### config.mk
export PLATFORM = sky130hd
export DESIGN_NAME = fetch_pc_gen_flat
export DESIGN_NICKNAME = d
export VERILOG_FILES = /design/src/rtl/fetch_pc_gen_if.sv /design/src/rtl/fetch_pc_gen.sv /design/src/flat_wrapper.sv
export SDC_FILE = /design/constraint.sdc
export NUM_CORES = 1
export LEC_CHECK = 0
export BUFFER_PORTS_ARGS = -buffer_cell sky130_fd_sc_hd__buf_2
export CAP_MARGIN = 40
export CORE_ASPECT_RATIO = 1.5
export CORE_UTILIZATION = 55
export CTS_CLUSTER_SIZE = 40
export DETAILED_ROUTE_END_ITERATION = 7
export GPL_TIMING_DRIVEN = 1
export PLACE_DENSITY_LB_ADDON = 0.12
export REMOVE_ABC_BUFFERS = 1
export SLEW_MARGIN = 40
export SYNTH_ARGS = -nofsm -noshare
export SYNTH_HDL_FRONTEND = slang
export SYNTH_SLANG_ARGS = --single-unit
### constraint.sdc
create_clock -name clk -period 6.47 [get_ports clk]
set_clock_uncertainty 0.15 [all_clocks]
set_input_delay 0.3235 -clock clk [delete_from_list [all_inputs] [get_ports clk]]
set_output_delay 0.3235 -clock clk [all_outputs]
set_load 0.05 [all_outputs]
### src/rtl/fetch_pc_gen_if.sv
// Fetch PC generator bus: redirect requests, BTB training and the fetch-address outputs.
// The master side belongs to the rest of the pipeline, and the slave side belongs to
// fetch_pc_gen.
interface fetch_pc_gen_if #(
    parameter int unsigned XLEN = 32
);
    // Redirect and back-pressure requests
    logic            stall;
    logic            trap_valid;
    logic [XLEN-1:0] trap_vector;
    logic            redirect_valid;
    logic [XLEN-1:0] redirect_addr;

    // BTB training from execute
    logic            upd_valid;
    logic [XLEN-1:0] upd_pc;
    logic [XLEN-1:0] upd_target;
    logic            upd_taken;

    // Fetch address and prediction
    logic [XLEN-1:0] pc;
    logic            pred_taken;
    logic [XLEN-1:0] pred_target;

    modport master (
        output stall,
        output trap_valid,
        output trap_vector,
        output redirect_valid,
        output redirect_addr,
        output upd_valid,
        output upd_pc,
        output upd_target,
        output upd_taken,
        input  pc,
        input  pred_taken,
        input  pred_target
    );

    modport slave (
        input  stall,
        input  trap_valid,
        input  trap_vector,
        input  redirect_valid,
        input  redirect_addr,
        input  upd_valid,
        input  upd_pc,
        input  upd_target,
        input  upd_taken,
        output pc,
        output pred_taken,
        output pred_target
    );
endinterface

### src/rtl/fetch_pc_gen.sv
// Fetch-stage program counter generator. It holds the fetch PC and picks the next one
// from reset, trap, redirect, stall, BTB prediction or pc+4, in that order of priority.
// A direct-mapped BTB with 2-bit saturating counters supplies the predicted targets,
// and the execute stage trains it.
module fetch_pc_gen #(
    parameter int unsigned     XLEN         = 32,
    parameter logic [XLEN-1:0] RESET_VECTOR = '0,
    parameter int unsigned     BTB_ENTRIES  = 16
) (
    input logic           clk,
    input logic           reset,
    fetch_pc_gen_if.slave bus
);
    localparam int unsigned IDX   = $clog2(BTB_ENTRIES);
    localparam int unsigned TAG_W = XLEN - IDX - 2;

    localparam logic [XLEN-1:0] ALIGN_MASK = {{(XLEN - 2){1'b1}}, 2'b00};
    localparam logic [XLEN-1:0] PC_STEP    = {{(XLEN - 3){1'b0}}, 3'b100};

    // Program counter
    logic [XLEN-1:0] pc_q, pc_d;

    // BTB storage. Only the valid bits are reset, so stale tag/target/ctr values are
    // masked by valid.
    logic [BTB_ENTRIES-1:0] valid_q;
    logic [TAG_W-1:0]       tag_q    [BTB_ENTRIES];
    logic [XLEN-1:0]        target_q [BTB_ENTRIES];
    logic [1:0]             ctr_q    [BTB_ENTRIES];

    // Lookup side, indexed by the current fetch PC
    logic [IDX-1:0]   rd_idx;
    logic [TAG_W-1:0] rd_tag;
    logic             rd_hit;
    logic             pred_taken;
    logic [XLEN-1:0]  pred_target;

    // Training side, indexed by the resolved branch PC
    logic [IDX-1:0]   wr_idx;
    logic [TAG_W-1:0] wr_tag;
    logic [XLEN-1:0]  wr_target;
    logic             wr_hit;
    logic             ctr_we;
    logic             tgt_we;
    logic             alloc;
    logic [1:0]       ctr_nxt;

    // The low two bits of upd_pc select no BTB entry and form no part of the tag.
    logic unused_upd_pc_lsb;
    assign unused_upd_pc_lsb = ^bus.upd_pc[1:0];

    assign rd_idx = pc_q[IDX+1:2];
    assign rd_tag = pc_q[XLEN-1:IDX+2];

    assign wr_idx    = bus.upd_pc[IDX+1:2];
    assign wr_tag    = bus.upd_pc[XLEN-1:IDX+2];
    assign wr_target = bus.upd_target & ALIGN_MASK;

    // BTB lookup on the registered PC. It sees the contents from before any update in
    // this cycle.
    always_comb begin
        rd_hit      = valid_q[rd_idx] && (tag_q[rd_idx] == rd_tag);
        pred_taken  = rd_hit && ctr_q[rd_idx][1];
        pred_target = pred_taken ? target_q[rd_idx] : '0;
    end

    // Next-PC selection. Trap and redirect win over stall, and reset wins over everything.
    always_comb begin
        pc_d = pc_q + PC_STEP;
        if (reset) begin
            pc_d = RESET_VECTOR & ALIGN_MASK;
        end else if (bus.trap_valid) begin
            pc_d = bus.trap_vector & ALIGN_MASK;
        end else if (bus.redirect_valid) begin
            pc_d = bus.redirect_addr & ALIGN_MASK;
        end else if (bus.stall) begin
            pc_d = pc_q;
        end else if (pred_taken) begin
            pc_d = pred_target;
        end
    end

    // PC register. reset is already folded into pc_d as the highest-priority source.
    always_ff @(posedge clk) begin
        pc_q <= pc_d;
    end

    // Training decode. A hit moves the counter, and a taken hit also refreshes the
    // target. A taken miss replaces the entry as weakly taken.
    always_comb begin
        wr_hit  = valid_q[wr_idx] && (tag_q[wr_idx] == wr_tag);
        ctr_we  = 1'b0;
        tgt_we  = 1'b0;
        alloc   = 1'b0;
        ctr_nxt = ctr_q[wr_idx];
        if (!reset && bus.upd_valid) begin
            if (wr_hit) begin
                ctr_we = 1'b1;
                if (bus.upd_taken) begin
                    tgt_we  = 1'b1;
                    ctr_nxt = (ctr_q[wr_idx] == 2'd3) ? 2'd3 : ctr_q[wr_idx] + 2'd1;
                end else begin
                    ctr_nxt = (ctr_q[wr_idx] == 2'd0) ? 2'd0 : ctr_q[wr_idx] - 2'd1;
                end
            end else if (bus.upd_taken) begin
                alloc   = 1'b1;
                ctr_we  = 1'b1;
                tgt_we  = 1'b1;
                ctr_nxt = 2'd2;
            end
        end
    end

    // Valid bits. Reset invalidates the whole BTB in one cycle.
    always_ff @(posedge clk) begin
        if (reset) begin
            valid_q <= '0;
        end else if (alloc) begin
            valid_q[wr_idx] <= 1'b1;
        end
    end

    // Tag, target and counter arrays. These are written only through the decoded enables.
    always_ff @(posedge clk) begin
        if (alloc) begin
            tag_q[wr_idx] <= wr_tag;
        end
        if (tgt_we) begin
            target_q[wr_idx] <= wr_target;
        end
        if (ctr_we) begin
            ctr_q[wr_idx] <= ctr_nxt;
        end
    end

    assign bus.pc          = pc_q;
    assign bus.pred_taken  = pred_taken;
    assign bus.pred_target = pred_target;

endmodule

### src/flat_wrapper.sv
// flat-port wrapper written by rule: the top's interface ports become plain ports
module fetch_pc_gen_flat 
#(
    parameter int unsigned     XLEN         = 32,
    parameter logic [XLEN-1:0] RESET_VECTOR = '0,
    parameter int unsigned     BTB_ENTRIES  = 16
)
  (clk, reset, bus_stall, bus_trap_valid, bus_trap_vector, bus_redirect_valid, bus_redirect_addr, bus_upd_valid, bus_upd_pc, bus_upd_target, bus_upd_taken, bus_pc, bus_pred_taken, bus_pred_target);
  fetch_pc_gen_if #(.XLEN(XLEN)) bus_i ();
  input logic clk;
  input logic reset;
  input wire logic [$bits(bus_i.stall)-1:0] bus_stall;
  input wire logic [$bits(bus_i.trap_valid)-1:0] bus_trap_valid;
  input wire logic [$bits(bus_i.trap_vector)-1:0] bus_trap_vector;
  input wire logic [$bits(bus_i.redirect_valid)-1:0] bus_redirect_valid;
  input wire logic [$bits(bus_i.redirect_addr)-1:0] bus_redirect_addr;
  input wire logic [$bits(bus_i.upd_valid)-1:0] bus_upd_valid;
  input wire logic [$bits(bus_i.upd_pc)-1:0] bus_upd_pc;
  input wire logic [$bits(bus_i.upd_target)-1:0] bus_upd_target;
  input wire logic [$bits(bus_i.upd_taken)-1:0] bus_upd_taken;
  output wire logic [$bits(bus_i.pc)-1:0] bus_pc;
  output wire logic [$bits(bus_i.pred_taken)-1:0] bus_pred_taken;
  output wire logic [$bits(bus_i.pred_target)-1:0] bus_pred_target;
  assign bus_i.stall = bus_stall;
  assign bus_i.trap_valid = bus_trap_valid;
  assign bus_i.trap_vector = bus_trap_vector;
  assign bus_i.redirect_valid = bus_redirect_valid;
  assign bus_i.redirect_addr = bus_redirect_addr;
  assign bus_i.upd_valid = bus_upd_valid;
  assign bus_i.upd_pc = bus_upd_pc;
  assign bus_i.upd_target = bus_upd_target;
  assign bus_i.upd_taken = bus_upd_taken;
  assign bus_pc = bus_i.pc;
  assign bus_pred_taken = bus_i.pred_taken;
  assign bus_pred_target = bus_i.pred_target;
  fetch_pc_gen #(.XLEN(XLEN), .RESET_VECTOR(RESET_VECTOR), .BTB_ENTRIES(BTB_ENTRIES)) u_core (.clk(clk), .reset(reset), .bus(bus_i));
endmodule
Word level (Yosys, flattened, before mapping)
Memory sizes are Yosys's and may differ from the RTL's. A register that Yosys moved wholly into a read port is not among the register bits.
Cells that the tools add are included.
W data, S select, Z words.
{ "classes": {"addsub": 3, "magnitude_cmp": 3, "n_eq_ne": 4, "muxes": 35, "n_bitwise": 1, "n_reduce_logical": 8} }
{ "op_table": {"columns": ["op", "n"], "rows": [
  ["$mux W32", 5],
  ["$eq A26 B26 Y1", 2],
  ["$add A32 B3 Y32 const B", 1],
  ["$mux W4", 6],
  ["$or A16 B16 Y16", 1],
  ["$mux W1", 15],
  ["$mux W2", 6],
  ["$lt A4 B5 Y1 const B", 2],
  ["$bmux W1 S4", 2],
  ["$logic_and A1 B1 Y1", 5],
  ["$demux W1 S4", 1],
  ["$ge A4 B1 Y1 const B", 1],
  ["$ne A3 B1 Y1 const B", 1],
  ["$reduce_or A3 Y1", 1],
  ["$add A2 B1 Y2 const B", 1],
  ["$eq A2 B2 Y1 const B", 1],
  ["$logic_not A2 Y1", 1],
  ["$sub A2 B1 Y2 const B", 1],
  ["$logic_not A1 Y1", 1]
]} }
{ "word_totals": {"reg_bits": 48, "ramBits": 928, "word_cells": 60, "n_memories": 3} }
{ "memory_table": {"columns": ["memory", "words", "width", "rd", "rd_ports_with_merged_regs", "wr", "line", "source"], "rows": [
  ["u_core.target_q", 16, 30, 1, 1, 1, "fetch_pc_gen.sv:27", "logic [XLEN-1:0] target_q [BTB_ENTRIES];"],
  ["u_core.tag_q", 16, 26, 2, 1, 1, "fetch_pc_gen.sv:26", "logic [TAG_W-1:0] tag_q [BTB_ENTRIES];"],
  ["u_core.ctr_q", 16, 2, 2, 1, 1, "fetch_pc_gen.sv:28", "logic [1:0] ctr_q [BTB_ENTRIES];"]
]} }

Longest topological paths before layout
Gate-level depths: netlist (run 1).
{ "depth": {"word_depth": 11, "mapped_depth": 14, "mapped_depth_nobuf": 9} }

Worst setup path before layout (run 1)
Ideal clock, no wire load.
{ "synth_path": {"path_type": "in2reg", "from": "in bus_upd_pc[4]", "to": "mem u_core.target_q[12][0] in the netlist's numbering (enable)", "setup_ps": 454, "t_arrival_ps": 4180, "t_required_ps": 5866, "slack_ps": 1686, "cell_stages": 7, "path_cell_list": "buf_2 > buf_2 > clkbuf_1 > clkbuf_1 > nand4_1 > clkbuf_1 > nor3_1"} }
{ "synth_rtl": {"columns": ["element", "line", "source"], "rows": [
  ["from (decl)", "flat_wrapper.sv:18", "input wire logic [$bits(bus_i.upd_pc)-1:0] bus_upd_pc;"],
  ["to (decl)", "fetch_pc_gen.sv:27", null]
]} }
Straight into the memory's write port.

==> results, run 1 <==
- The signal on the critical path passes through clkinv_1 -> buf_4 -> mux2i_1 -> xnor2_1 -> o21ai_0 -> nand4_1 -> nor4b_1 -> nand4_1 -> buf_4 -> nor2b_1 -> buf_2.
- The clock latency on the worst-skew pair is 0.67 ns.
- The placed standard-cell area is 46200 um2.
- In this run the power density over the cells is 272 nW/um2.
- The floorplan has 126 rows.
- The clock root buffer master is clkbuf_16.
- Detailed routing inserted a total of 25409 vias.
- The combinational family with the most area after synthesis is multiplexers.
- The number of setup buffers added after CTS is 0.
- In the finished design, the share of the clock period the worst path needs comes to 88.6%.
- The worst endpoint required time is 6.00 ns.
- Based on the critical path, the design can be clocked at up to 175 MHz.
- The floorplan die height is 347 um.
- The area growth from synthesis to layout is 15.7%.
- The critical-path cell with the highest stage delay is dfxtp_4.
- By area the synthesized netlist is led by edfxtp_1 (64%), mux4_2 (20%), dfxtp_1 (2.4%).
- Setup violations remaining at the end of the flow were counted as 0.
- TritonCTS created 92 clock buffers.
- Entering global routing, the biggest net connects 57 pins.
- Dividing the detail-routed via count by the number of cells gives 6.70.
- The number of violations reported at the end of detailed-routing iteration 0 is 2619.
- The largest driver fanout on the critical path is 46.
- CTS built an H-tree with a depth of 3.
- The wire length per cell is 32.3 um.
- Clock-pin slew was measured on the worst setup and hold paths at 0.06 ns.
- The area fraction in and, or, nand and nor cells after synthesis is 4.25%.
- The floorplan step defined a die boundary enclosing 80500 um2.
- Summed over all layers, the global routing overflow is 0.
- The initial antenna violation count was 6.
- The proportion of synthesized area in mux cells is 21.6%.
- The number of maximum-capacitance constraint violations is 0.
- The first TritonRoute pass finished after 6 iterations.
- The critical setup path kind is flip-flop to output port.
- The number of flops mapped to enable cells by yosys is 928.
- Summing the areas of all compound-gate instances in the mapped netlist gives 3.98% of the synthesized area.
- The share of the yosys chip area belonging to registers is 66.2%.
- The buffer depth of the longest clock path is 3.
- VDD sags by at most 0.000279 V.
- After synthesis the cells add up to 43700 um2.
- The leakage power figure is 16.2 nW.
- The largest single stage delay on the critical path is 0.85 ns.
- The number of hold-slack violations in the final timing report is 0.
- The class of the tightest hold or removal check is input pin to flip-flop.
- The accumulated negative setup slack is 0 ns.
- The count of final max-slew check failures is 0.
- Setup repair after global routing left no endpoint under its margin.
- The transition time of the tightest slew-check pin is 0.869 ns.
- The total of hold buffers inserted after clock tree synthesis is 135.
- The routed design has 123000 um of wire.
- The proportion of layout cells with a drive suffix above 1 is 30.7%.
- Counting every instance in the synthesized netlist gives 2360.
- The number of instances resized during post-cts repair is 0.
- Counting I/O delays and the setup requirement, the final critical path takes 5.73 ns.
- The number of sinks handled by clock tree synthesis is 980.
- The capturing element type of the critical path is an output port.
- Synthesis inferred 980 register bits.
- The total global routing track utilization is 31.0%.
- Detailed placement ended at an HPWL of 76800 um.
- During synthesis, Yosys emitted a total of 0 warnings.
- Once the floorplan was initialized, standard cells occupied 55.5% of the core.
- The top-level port count is 200.
- The die outline width is 232 um.
- For this run, asynchronously set or reset flops after synthesis account for 0%.
- STA classifies the critical path startpoint as a flip-flop.
- The core area is 78700 um2.
- The run finished with clean final reports.
- The data arrival time of the worst path is 5.26 ns.
- After the last flow step, the layout net total stands at 2830.
- At the end of routability-driven placement, the weighted congestion stood at 0.950.
- Summed over all instances, the cell type with the most area after synthesis is edfxtp_1.
- The average instance in the mapped netlist occupies 18.5 um2.
- The top cell type's share of synthesized area is 63.8%.
- The TritonCTS clock tree is yes.
- The detail route stage leaves a number of antenna-violating nets equal to 0.
- The number of distinct library cells after synthesis is 73.
- The global-route wire length before repair is 176000 um.
- The synthesized netlist devotes 1.68% of its cell area to XOR and XNOR gates.
- The post-detailed-route DRC marker count is 0.
- The post-route cell area is 50500 um2.
- The number of filler cells placed in the layout is 5435.
- After Yosys synthesis, full adders, half adders and majority gates account for 0.0287% of the synthesized area.
- The tightest slew margin relative to the limit is 42.0%.
- The top flip-flop cell by instance count after synthesis is edfxtp_1.
- Buffers placed on the I/O ports in this run total 189.
- The final total power is 13.7 mW.
- The via count of the first global-routing pass was 25668.
[final cells by class]
type | count | area, um2 | share of cell area, %
antenna | 3 | 7.51 | 0.0149
clock buffer | 116 | 2440 | 4.84
clock inverter | 52 | 478 | 0.947
inverter | 48 | 183 | 0.362
multi-input combinational | 1161 | 14000 | 27.8
sequential | 980 | 28900 | 57.3
tap | 1024 | 1280 | 2.54
timing repair buffer | 411 | 3160 | 6.26
[through the flow]
stage / util (%) / setup WS (ns) / hold WS [ns] / cells
6_report: 64.2 / 0.740 / 0.0188 / 3795
5_1_grt: 64.2 / 0.634 / 0.0570 / 3793
4_1_cts: 64.1 / 0.806 / 0.00163 / 3791
3_5_place_dp: 58.7 / 0.848 / 0.287 / 3488
3_3_place_gp: 58.5 / 0.928 / 0.287 / 3481
2_1_floorplan: - / -6.55 / 0.272 / 2189
[layout by cell type (no fill, tap or decap), types with 53 or more instances in the layout]
cell,netlist,layout
edfxtp_1,928,928
nor2_1,108,79
xnor2_1,53,53
dlygate4sd3_1,0,135
a21oi_1,62,61
mux2i_1,65,65
buf_2,50,186
nand2_1,71,71
buf_4,5,72
mux4_2,385,385
clkbuf_16,0,93
[synth_stat cells (7+ instances only)]
| cell type | number |
|---|---|
| a21oi_1 | 62 |
| nand3_1 | 23 |
| nor3_1 | 22 |
| nand2b_1 | 15 |
| dfxtp_1 | 52 |
| xnor2_1 | 53 |
| and3_1 | 15 |
| xor2_1 | 29 |
| edfxtp_1 | 928 |
| o22ai_1 | 20 |
| a22oi_1 | 39 |
| and4_1 | 11 |
| a211oi_1 | 11 |
| nand2_1 | 71 |
| inv_1 | 45 |
| nand4_1 | 26 |
| o211ai_1 | 45 |
| buf_1 | 17 |
| clkbuf_1 | 93 |
| nor2b_1 | 42 |
| mux2i_1 | 65 |
| nor4_1 | 7 |
| mux4_2 | 385 |
| buf_2 | 50 |
| nor2_1 | 108 |
| o21ai_0 | 17 |
| a211o_1 | 7 |
[worst max-delay path, delay by kind of cell, from the launching register on]
family	cells	cell delay, ns
buffers and inverters	4	1.54
multiplexers	1	0.54
XOR/XNOR	1	0.11
flip-flops	1	0.85
AO/OA/AOI/OAI	1	0.41
AND/OR/NAND/NOR	4	1.02
[sequential cells by signal (all words and copies together), names as in the netlist, named ones only]
| name | count |
|---|---|
| u_core.target_q | 480 |
| u_core.ctr_q | 32 |
| u_core.bus.pc | 32 |
| u_core.valid_q | 16 |
| u_core.tag_q | 416 |
[power breakdown]
part           internal [mW]  switching (mW)  total [mW]  leakage [nW]
Combinational          0.586           0.765        1.35          5.99
Sequential              7.00           0.108        7.10          8.78
Clock                   2.93            2.36        5.29          1.42
[cells by family (layout without fill, tap and decap cells)]
| logic type | count (synthesis) | after routing |
|---|---|---|
| xor+xnor | 83 | 83 |
| other cells | 1 | 5 |
| fa+ha+maj | 1 | 1 |
| buf+inv | 220 | 627 |
| compound gates | 251 | 251 |
| mux | 457 | 457 |
| flops | 980 | 980 |
| simple gates | 367 | 367 |
[worst paths after layout]
check	start	endpoint	slack [ns]	depth (start not counted)
worst max-delay path	flip-flop	bus_pred_target[7]	0.74	11
worst min-delay path	bus_redirect_addr[6]	u_core.bus.pc[6]$_SDFFE_PP0N_	0.02	5
worst max register to register	flip-flop	u_core.bus.pc[15]$_SDFFE_PP0N_	0.85	12
worst min register to register	u_core.bus.pc[1]$_SDFFE_PP0N_	u_core.bus.pc[1]$_SDFFE_PP0N_	0.31	1
[metal layers]
metal / wire length (um) / track usage, %
met3: 11300 / 6.13
met2: 61500 / 51.1
met4: 5110 / 13.0
met1: 44800 / 40.3
met5: 0 / 0
No activity file was read; power rests on OpenSTA's default activity.
==> run 2: changes to the inputs <==
CORE_MARGIN = 5   (was unset)
CTS_BUF_LIST = sky130_fd_sc_hd__clkbuf_8 sky130_fd_sc_hd__clkbuf_16   (was unset)
==> results, run 2 (same netlist as run 1, synthesis figures left out) <==
- The minimum clock period after layout is 5.87 ns (+0.140 ns).
- The final global-route overflow total is 0 (unchanged).
- The number of maximum-capacitance constraint violations is 0 (unchanged).
- The number of levels the H-tree was split into is 3 (unchanged).
- The post-route antenna net violation count is 0 (unchanged).
- The worst endpoint required time was 6.00 ns (about the same).
- The floorplan die height is 355 um (+2.3%).
- The slack of the worst reg-to-reg path is 0.96 ns (+0.11 ns).
- The data arrival time of the worst path is 5.40 ns (+0.14 ns).
- The synthesis-to-finish area growth is 16.2%.
- The clock transition time at the flip-flop clock pins of the worst setup and hold paths was 0.07 ns (about the same).
- The sum of net half-perimeters after detailed placement came to 77900 um (+1.4%).
- The flow ran to the end, and the final reports show no timing, DRC or antenna violations.
- The proportion of layout cells with a drive suffix above 1 is 31.0% (+0.26 points).
- The highest attainable clock frequency came to 170 MHz (-2.4%).
- The largest registers in the layout are u_core.target_q: 480 flops, u_core.tag_q: 416 flops.
- STA classifies the critical path endpoint as an output port.
- The number of instances resized during post-cts repair is 0 (unchanged).
- The largest register by flop count is u_core.target_q.
- The count of final max-slew check failures is 0 (unchanged).
- The number of filler cells placed in the layout was 5335 (-1.8%).
- The via density per instance is 6.69 (about the same).
- The buffer depth of the longest clock path is 3 (unchanged).
- The leading cell type in the layout, fill and taps excluded is edfxtp_1.
- The largest driver fanout on the critical path is 48 (+4.3%).
- Leaving out fill and tap cells, the most frequent cells in the layout are edfxtp_1 (928), mux4_2 (385), buf_2 (187).
- TritonCTS built the clock tree.
- The final layout net count is 2832 (+0.071%).
- The register cell area after layout is 28900 um2 (unchanged).
- The die outline width is 240 um (+3.4%).
- The tightest slew margin relative to the limit is 42.2% (+0.15 points).
- The global-route wire length before repair is 179000 um (+1.8%).
- The number of setup buffers added after CTS came to 0 (unchanged).
- The full die area is 85200 um2 (+5.8%).
- The total global routing track utilization came to 29.1% (-1.9 points).
- The area occupied by multi-input gates was 14000 um2 (about the same).
- The critical path startpoint category is a flip-flop.
- The CTS buffer count is 93 (+1.1%).
- The final wirelength was 124000 um (+0.93%).
- The detailed-route via count is 25445 (+0.14%).
- The class of the tightest hold or removal check is input pin to flip-flop.
- The final period utilization came to 90.7% (+2.2 points).
- The number of standard-cell rows in the floorplan is 126 (unchanged).
- The number of hold-slack violations in the final timing report came to 0 (unchanged).
- The accumulated negative setup slack is 0 ns (unchanged).
- The critical path is of the flip-flop to output port type.
- The cell sitting at the root of the clock tree is a clkbuf_16.
- The maximum number of pins on one net before global-route repair is 61 (+7.0%).
- The via count of the first global-routing pass is 26219 (+2.1%).
- The number of sinks handled by clock tree synthesis came to 980 (unchanged).
- The transition time of the tightest slew-check pin is 0.867 ns (-0.00225 ns).
- The initial antenna violation count came to 8 (+2).
- The total of endpoints with negative setup slack in the final report is 0 (unchanged).
- The final total power is 14.0 mW (+2.0%).
- The number of flip-flops under the largest register name is 480 (unchanged).
- The core area is 78700 um2 (unchanged).
- The clock latency on the worst-skew pair is 0.67 ns (about the same).
- The worst voltage drop across the vdd grid came to 0.000256 V (-8.5%).
- The leakage power figure came to 16.4 nW (+1.1%).
- The top-level port count was 200 (unchanged).
- The number of violations reported at the end of detailed-routing iteration 0 is 3005 (+15%).
- The wire length per cell is 32.6 um (+0.71%).
- The post-detailed-route DRC marker count is 0 (unchanged).
- The power per cell area is 276 nW/um2 (+1.5%).
- Setup repair after global routing left no endpoint under its margin.
- The starting utilization of the core area is 55.5% (unchanged).
- The final weighted congestion in routability-driven placement is 0.933 (-1.7%).
- The count of buffers inserted at the top-level ports is 189 (unchanged).
- The number of optimization iterations in the first detailed-route pass was 6 (unchanged).
[run 2: cell types whose count changed in the layout (fill, tap and decap cells not counted), sizes merged]
cell	previous run	this run
buf	275	279
clkbuf	117	95
clkinv	41	46
inv	48	63
bufinv	6	13
diode	3	5
clkinvlp	5	4
dlygate4sd3	135	133
[run 2: repair_timing]
action / 4_1_cts / 5_1_grt
hold buffers: 133 / 0
endpoints found under the hold margin: 934 / 0
endpoints found under the setup margin: 0 / 0
[run 2: path summary, 6_finish.rpt]
kind | start | to | cells past startpoint
max | flip-flop | bus_pred_target[21] | 12
min | bus_trap_vector[13] | u_core.bus.pc[13]$_SDFFE_PP0N_ | 4
max reg2reg | flip-flop | u_core.bus.pc[28]$_SDFFE_PP0N_ | 10
min reg2reg | u_core.bus.pc[0]$_SDFFE_PP0N_ | u_core.bus.pc[0]$_SDFFE_PP0N_ | 1
[run 2: layout make-up]
cell class              count  area share (%)
clock buffers              95            4.69
well taps                1024            2.53
diodes                      5          0.0247
repair buffers            412            6.31
clock inverters            78            1.43
inverters                  48           0.360
flip-flops and latches    980            57.0
multi-input cells        1161            27.6
[run 2: power breakdown]
part | switching, mW | internal, mW
Combinational | 0.783 | 0.594
Sequential | 0.0894 | 7.00
Clock | 2.37 | 3.19
Total | 3.24 | 10.8
[run 2: routing by layer]
metal  track usage, %  up-vias  part of all wire (%)
li1                 -    10464                     -
met5                0        -                 0.022
met2             47.5     1415                    50
met4             11.0        4                   4.2
met3             6.10      253                   9.3
met1             39.2    13309                    37
[run 2: critical path, cell delays in order, from the launching register on]
cell      delay, ns
dfxtp_4        0.70
buf_12         0.42
buf_4          0.44
mux4_2         0.55
mux2i_1        0.24
xnor2_1        0.11
o21ai_0        0.32
o211ai_1       0.18
nor4b_1        0.43
nand4_1        0.39
buf_4          0.40
nor2b_1        0.20
buf_2          0.29
[run 2: metrics by stage]
step	instance area, um2	worst slack, ns	util, %	hold WS [ns]	cells
6_report	50700	0.600	64.5	0.0406	3803
5_1_grt	50700	0.315	64.5	0.0777	3800
4_1_cts	50600	0.570	64.4	0.00132	3796
3_5_place_dp	46200	1.12	58.7	0.292	3490
3_3_place_gp	46100	1.06	58.6	0.284	3486
2_1_floorplan	42900	-6.55	-	0.272	2189
